### src/rtl/serial_adder_pkg.sv
// Shared definitions for the bit-serial adder: state encoding and default operand width.
package serial_adder_pkg;

  localparam int ADD_WIDTH_DEF = 8;

  typedef enum logic [1:0] {
    ST_IDLE   = 2'd0,
    ST_RUN    = 2'd1,
    ST_FINISH = 2'd2,
    ST_SPARE  = 2'd3
  } state_t;

endpackage

### src/rtl/serial_adder_fa_cell.sv
// One-bit full adder built from two half-adder stages; the single arithmetic cell of the serial adder.
module fa_cell (
  input  logic a,
  input  logic b,
  input  logic ci,
  output logic s,
  output logic co
);

  logic s_half;
  logic c_half_ab;
  logic c_half_ci;

  assign s_half    = a ^ b;
  assign c_half_ab = a & b;
  assign s         = s_half ^ ci;
  assign c_half_ci = s_half & ci;
  assign co        = c_half_ab | c_half_ci;

endmodule

### src/rtl/serial_adder.sv
// Bit-serial WIDTH-bit adder: operands shift LSB-first through one full-adder cell,
// with a ready/start/done handshake and registered sum/carry-out.
module serial_adder
  import serial_adder_pkg::*;
#(
  parameter int WIDTH = ADD_WIDTH_DEF
) (
  input  logic             CLK,
  input  logic             RST_N,
  input  logic             START,
  input  logic [WIDTH-1:0] A,
  input  logic [WIDTH-1:0] B,
  input  logic             CI,
  output logic             READY,
  output logic             BUSY,
  output logic [WIDTH-1:0] S,
  output logic             CO,
  output logic             DONE
);

  localparam int CW = $clog2(WIDTH) + 1;

  state_t           state;
  state_t           state_nx;
  logic [WIDTH-1:0] a_sr;
  logic [WIDTH-1:0] b_sr;
  logic [WIDTH-1:0] sum_sr;
  logic [WIDTH-1:0] sum_nx;
  logic             carry;
  logic [CW-1:0]    cnt;
  logic             last_bit;
  logic             fa_s;
  logic             fa_co;

  fa_cell u_fa (
    .a  (a_sr[0]),
    .b  (b_sr[0]),
    .ci (carry),
    .s  (fa_s),
    .co (fa_co)
  );

  assign last_bit = (cnt == CW'(WIDTH - 1));
  assign READY    = (state == ST_IDLE);
  assign BUSY     = (state == ST_RUN) || (state == ST_FINISH);

  // New sum bit enters at the MSB so after WIDTH shifts bit 0 sits at the LSB.
  always_comb begin
    sum_nx            = sum_sr >> 1;
    sum_nx[WIDTH-1]   = fa_s;
  end

  always_comb begin
    state_nx = state;
    case (state)
      ST_IDLE:   if (START) state_nx = ST_RUN;
      ST_RUN:    if (last_bit) state_nx = ST_FINISH;
      ST_FINISH: state_nx = ST_IDLE;
      default:   state_nx = ST_IDLE;
    endcase
  end

  always_ff @(posedge CLK) begin
    if (!RST_N) state <= ST_IDLE;
    else        state <= state_nx;
  end

  // Result registers load on the last RUN edge so S/CO/DONE are all valid together in FINISH.
  always_ff @(posedge CLK) begin
    if (!RST_N) begin
      a_sr   <= '0;
      b_sr   <= '0;
      sum_sr <= '0;
      carry  <= 1'b0;
      cnt    <= '0;
      S      <= '0;
      CO     <= 1'b0;
      DONE   <= 1'b0;
    end else begin
      DONE <= 1'b0;
      case (state)
        ST_IDLE: begin
          if (START) begin
            a_sr   <= A;
            b_sr   <= B;
            carry  <= CI;
            sum_sr <= '0;
            cnt    <= '0;
          end
        end
        ST_RUN: begin
          a_sr   <= a_sr >> 1;
          b_sr   <= b_sr >> 1;
          sum_sr <= sum_nx;
          carry  <= fa_co;
          cnt    <= cnt + 1'b1;
          if (last_bit) begin
            S    <= sum_nx;
            CO   <= fa_co;
            DONE <= 1'b1;
          end
        end
        default: ;
      endcase
    end
  end

endmodule

### config.mk
export PLATFORM = sky130hd
export DESIGN_NAME = serial_adder
export DESIGN_NICKNAME = d
export VERILOG_FILES = /design/src/rtl/serial_adder_pkg.sv /design/src/rtl/serial_adder_fa_cell.sv /design/src/rtl/serial_adder.sv
export SDC_FILE = /design/constraint.sdc
export NUM_CORES = 1
export LEC_CHECK = 0
export CAP_MARGIN = 15
export CORE_MARGIN = 2
export CORE_UTILIZATION = 45
export DETAILED_ROUTE_END_ITERATION = 8
export MAX_ROUTING_LAYER = met4
export PLACE_DENSITY = 0.77
export RECOVER_POWER = 50
export SKIP_CTS_REPAIR_TIMING = 1
export SYNTH_ARGS = -nofsm -noshare
export SYNTH_HDL_FRONTEND = slang
export SYNTH_SLANG_ARGS = --single-unit
### constraint.sdc
create_clock -name CLK -period 2.5 [get_ports CLK]
set_input_delay 0.25 -clock CLK [delete_from_list [all_inputs] [get_ports CLK]]
set_output_delay 0.25 -clock CLK [all_outputs]
set_load 0.05 [all_outputs]
# Yosys cells after proc, flatten, opt, wreduce, memory -nomap -nowiden
# Index checks and enable logic that the tools add are counted.
[op_classes]
addsub = 1
eq_ne = 5
muxes = 14
n_bitwise = 5
reduce_logical = 7
[ops]
columns = ["operator", "count"]
rows = [
  ["case mux 8 bit (2 select lines)", 3],
  ["2-to-1 mux 8 bit", 3],
  ["case mux 4 bit (2 select lines)", 1],
  ["AND reduction 2 bit", 4],
  ["adder 4 x 1 -> 4 bit (second input constant)", 1],
  ["== test 4 x 3 -> 1 bit (second input constant)", 1],
  ["2-to-1 mux 2 bit", 2],
  ["2-to-1 mux 4 bit", 1],
  ["!= test 2 bit (second input constant)", 2],
  ["case mux 2 bit (2 select lines)", 1],
  ["AND 1 bit", 2],
  ["== test 2 x 1 -> 1 bit (second input constant)", 1],
  ["== test 2 bit (second input constant)", 1],
  ["logical NOT 2 bit", 1],
  ["2-to-1 mux 1 bit", 2],
  ["case mux 1 bit (2 select lines)", 1],
  ["nonzero test 2 bit", 1],
  ["bitwise XOR 1 bit", 2],
  ["logical OR 1 bit", 1],
  ["bitwise OR 1 bit", 1],
]
[word_totals]
ff_bits = 41
out_inout_bits = 12
word_cells = 41

# Logic depth before layout (Yosys ltp)
# Gate-level depths: netlist of run 1.
[logic_depth]
word_depth = 4
depth_mapped = 7

# By module
# A second synthesis of run 1 with hierarchy kept.
[hier_totals]
hier_cells = 181
area_unflattened_um2 = 1730.4
[by_module_without_submodules]
columns = ["module", "instances", "cells_per_inst", "area_each_um2", "seq_area_each_um2"]
rows = [
  ["serial_adder", 1, 180, 1710.4, 800.8],
  ["fa_cell", 1, 1, 20.0, 0.0],
]

# Worst setup path after synthesis of run 1
# No wires, ideal clock.
[synth_timing]
kind = "reg-to-reg"
from = "reg state[0]"
to = "reg cnt[2]"
setup_time_ps = 87
arrival_ps = 1656
setup_slack_ps = 757
stages_incl_launch_ff = 7
period_less_slack_ps = 1743
path_cell_list = "dfxtp_1 inv_1 ha_1 buf_6 mux2i_2 nand3_1 o31ai_1"
[synth_via]
elab_chain_len = 3
elab_cells_between_ends = 6
classes_between = "eq/ne (2); mux (1); reduce/logical (3)"
[synth_lines]
columns = ["element", "line", "rtl"]
rows = [
  ["from (decl)", "serial_adder.sv:23", "state_t state;"],
  ["from (signal assigned)", "serial_adder.sv:65", "else state <= state_nx;"],
  ["logical NOT 2 bit (*)", "-", ""],
  ["named net READY", "serial_adder.sv:14", "output logic READY,"],
  ["!= test 2 bit (no line) or nonzero test 2 bit (tied branches)", "-", ""],
  ["AND reduction 2 bit (no line)", "-", ""],
  ["to (signal assigned)", "serial_adder.sv:96", "cnt <= cnt + 1'b1;"],
  ["to (decl)", "serial_adder.sv:30", "logic [CW-1:0] cnt;"],
]
# The timed path passes the listed nets; every way through them passes the cells marked *.
# A chain may end at the register's enable or synchronous reset.

# Worst setup path in the final report of run 1
[layout_timing]
from = "reg state[0]"
to = "out READY"
[layout_via]
elab_chain_len = 1
[layout_lines]
columns = ["element", "line", "rtl"]
rows = [
  ["logical NOT 2 bit", "serial_adder.sv:44", "assign READY = (state == ST_IDLE);"],
  ["to (decl)", "serial_adder.sv:14", ""],
]
# Every way passes these cells.

==> results_dict.tcl, run 1 <==
set metrics [dict create \
    status "complete, no violations" \
    timing.setup.critical_path_class "flop to output port" \
    synthDominantAreaCellType "sky130_fd_sc_hd__dfxtp_1" \
    nFillCells 351 \
    total_leakage_power_nw 0.811 \
    synth.most_common_cell "sky130_fd_sc_hd__dfxtp_1" \
    floorplan.core_area_um2 3740 \
    fin_total_pwr_w 0.00133 \
    design.final.nets 238 \
    synth_enable_flop_cells 0 \
    critical-path-slowest-cell "sky130_fd_sc_hd__clkdlybuf4s50_1" \
    drc_errors 0 \
    clock_slew_at_the_register_clock_pins_of_the_worst_setup_and_hold_paths_ps 70 \
    worstReg2RegEnd "b_sr[4]" \
    yosysTopAreaCellShare_pct 44.5 \
    worst-slew-pin-transition_ps 788 \
    setup.worst_path.start_class "flop" \
    hold_class "flop to flop" \
    cellPowerDensity_nw_per_um2 614 \
    max_cap_violations 0 \
    setup_total_negative_slack_ps 0 \
    syn_nets 212 \
    global_route.overflow_total 0 \
    worst_ep_arrival_time_ps 1970 \
    detailed_place_hpwl_um 2150 \
    cts.sinks 40 \
    ant_nets 0 \
    placementRows 22 \
    insertedDiodeCount 0 \
    clk_path_buf_depth 2 \
    clock_tree_from_tritoncts "done" \
    finish_stage_setup_viols 0 \
    achievable-frequency_ghz 0.450 \
    cts-htree-levels 2 \
    yosys_register_bits 40 \
    first_global_vias 1302 \
    critical_path_buf_inv_count 2 \
    floorplan.initialDensity_pct 48.1 \
    syn-cell-area_um2 1800 \
    initialDrtViolationCount 104 \
    drt-vias-per-instance 5.25 \
    largest_stage_delay_on_the_critical_path_ps 880 \
    first_pass_iters 4 \
    synth.distinct_cells 33 \
    synth_seq_area_share_pct 44.5 \
    die_h_um 67.2 \
    worst-path-max-fanout 12 \
    timing.critical_path.required_ps 2250 \
    hold_viol_final 0 \
    worstReg2RegStart "state[0]" \
    ys_async_sr_fraction_pct 0 \
    clock-skew-final_ps 4.28 \
    io_buffer_count 31 \
    timing.hold.worst_endpoint "S[0]" \
    synthTopCellsByArea "sky130_fd_sc_hd__dfxtp_1 45%, sky130_fd_sc_hd__mux2i_1 8.3%, sky130_fd_sc_hd__a211oi_2 7.0%, sky130_fd_sc_hd__nor2_1 5.2%, sky130_fd_sc_hd__a32oi_1 3.9%" \
    category_of_cells_accounting_for_the_largest_share_of_critical_path_delay "buffers and inverters" \
    timing_max_transition_violations_final 0 \
    grt_setup_unrepaired "no" \
    floorplan.die.width_um 67.2 \
    yosys_warnings 0 \
    gp_congestion 0.759 \
    antenna_found_initial 0 \
    min_period_ps 2220 \
    global_route_wire_length_before_repair_um 5840 \
    area_delta_synth_final_pct 20.3 \
    syn_avg_cell_area_um2 9.57 \
    clock_tree.root_cell "sky130_fd_sc_hd__clkbuf_8" \
    route.detailed.wl_per_inst_um 12.5 \
    hold_depth 2 \
    slew_headroom_pct 46.0 \
    worstPathCellList "inv_1, ha_1, clkdlybuf4s50_1" \
    timing.final.crit_share_pct 88.8 \
    end_kind "output port" \
    hold_path_startpoint "S[0]" \
    route.vias.total 1375 \
    post_synth_most_frequent_cells "40 x sky130_fd_sc_hd__dfxtp_1, 25 x sky130_fd_sc_hd__nor2_1, 15 x sky130_fd_sc_hd__mux2i_1, 13 x sky130_fd_sc_hd__nand2_1, 12 x sky130_fd_sc_hd__nand3_1" \
    synthesis.instances 188 \
    total_die_area_um2 4520 \
    r2r_setup_slack_ps 630 \
    clock_insertion_delay_at_the_later_pin_of_the_skew_report_ps 290 \
    ff2ff_path_depth 5 \
    worst_supply_voltage_drop_on_vdd_v 0.000361 \
    i_o_pin_total 32 \
    wl_um 3280 \
    yosys_most_used_dff "sky130_fd_sc_hd__dfxtp_1" \
    grt_util_all_layers_pct 17.9 \
    grt_start_max_net_pins 31 \
    tritoncts_buffers 5 \
    fraction_of_final_layout_cells_sized_beyond_drive_strength_1_pct 9.81 \
]
==> layout by cell type (no fill, tap or decap), types with 5 or more instances in the layout <==
master	n
sky130_fd_sc_hd__dfxtp_1	40
sky130_fd_sc_hd__nor2_1	25
sky130_fd_sc_hd__clkdlybuf4s50_1	21
sky130_fd_sc_hd__mux2i_1	16
sky130_fd_sc_hd__nand2_1	13
sky130_fd_sc_hd__nand3_1	12
sky130_fd_sc_hd__o21ai_0	11
sky130_fd_sc_hd__a211oi_2	10
sky130_fd_sc_hd__dlygate4sd3_1	10
sky130_fd_sc_hd__a32oi_1	8
sky130_fd_sc_hd__nor2b_1	5
sky130_fd_sc_hd__a211oi_1	5
sky130_fd_sc_hd__clkbuf_8	5
==> worst reg2reg max path, cell delays in order, from the launching register on <==
cell,delay [ps]
sky130_fd_sc_hd__dfxtp_1,330
sky130_fd_sc_hd__inv_1,80
sky130_fd_sc_hd__ha_1,400
sky130_fd_sc_hd__mux2_2,650
sky130_fd_sc_hd__nor2_1,100
sky130_fd_sc_hd__a211oi_1,230
==> area by class of cell <==
cell class                      count  area, um2  area share [%]
Clock buffer                        6       72.6            3.35
Clock inverter                      1       5.00           0.231
Inverter                            5       18.8           0.867
Multi-Input combinational cell    128        875            40.4
Sequential cell                    40        801            37.0
Tap cell                           48       60.1            2.77
Timing Repair Buffer               34        333            15.4
==> worst max-delay path by stage <==
stage,from,end,slack [ps],cells after the start
detailed placement,START,b_sr[6],570,4
finish,state[0],READY,280,3
CTS,state[0],READY,260,3
global placement,START,a_sr[1],600,4
floorplan,state[0],cnt[2],760,6
global route,state[0],READY,180,3
==> registers in the layout, summed over array words and instances, names as in the netlist <==
signal	count
state	2
S	8
DONE	1
a_sr	8
cnt	4
sum_sr	7
carry	1
CO	1
b_sr	8
==> routing by layer <==
| layer | track usage, % | vias to the layer above | share of wire, % |
|---|---|---|---|
| li1 | - | 728 | - |
| met4 | 8.42 | 0 | 2.2 |
| met3 | 5.00 | 4 | 3.2 |
| met1 | 22.5 | 623 | 51 |
| met2 | 26.6 | 20 | 44 |
| met5 | - | - | 0 |
==> logic make-up after synthesis <==
logic type      after synthesis  synth area share (%)
compound gates               46                  20.5
flops                        40                  44.5
mux                          17                  9.74
buf+inv                      20                  6.68
simple gates                 61                  15.4
fa+ha+maj                     4                  3.20
==> per-stage QoR <==
| step | setup slack, ps | cell area, um2 | hold slack (ps) | util, % | instances |
|---|---|---|---|---|---|
| 2_1_floorplan | 757 | 1800 | 445 | - | 188 |
| 3_3_place_gp | 603 | 2090 | 451 | 55.8 | 255 |
| 3_5_place_dp | 568 | 2090 | 454 | 55.8 | 255 |
| 4_1_cts | 263 | 2170 | 468 | 57.9 | 262 |
| 5_1_grt | 178 | 2160 | 491 | 57.8 | 262 |
| 6_report | 279 | 2160 | 459 | 57.8 | 262 |
==> power breakdown <==
part           switching (W)  internal, W  leakage [nW]
Sequential         0.0000200     0.000672         0.326
Combinational       0.000135     0.000105         0.444
Clock               0.000208     0.000190        0.0410
Total               0.000363     0.000967         0.811
No activity file was read; power rests on OpenSTA's default activity.
==> inputs of run 2 (changes only) <==
SKIP_LAST_GASP = 1   (was unset)
==> results of run 2 <==
Same layout as run 1: the final DEF is identical, and so are final timing and power.
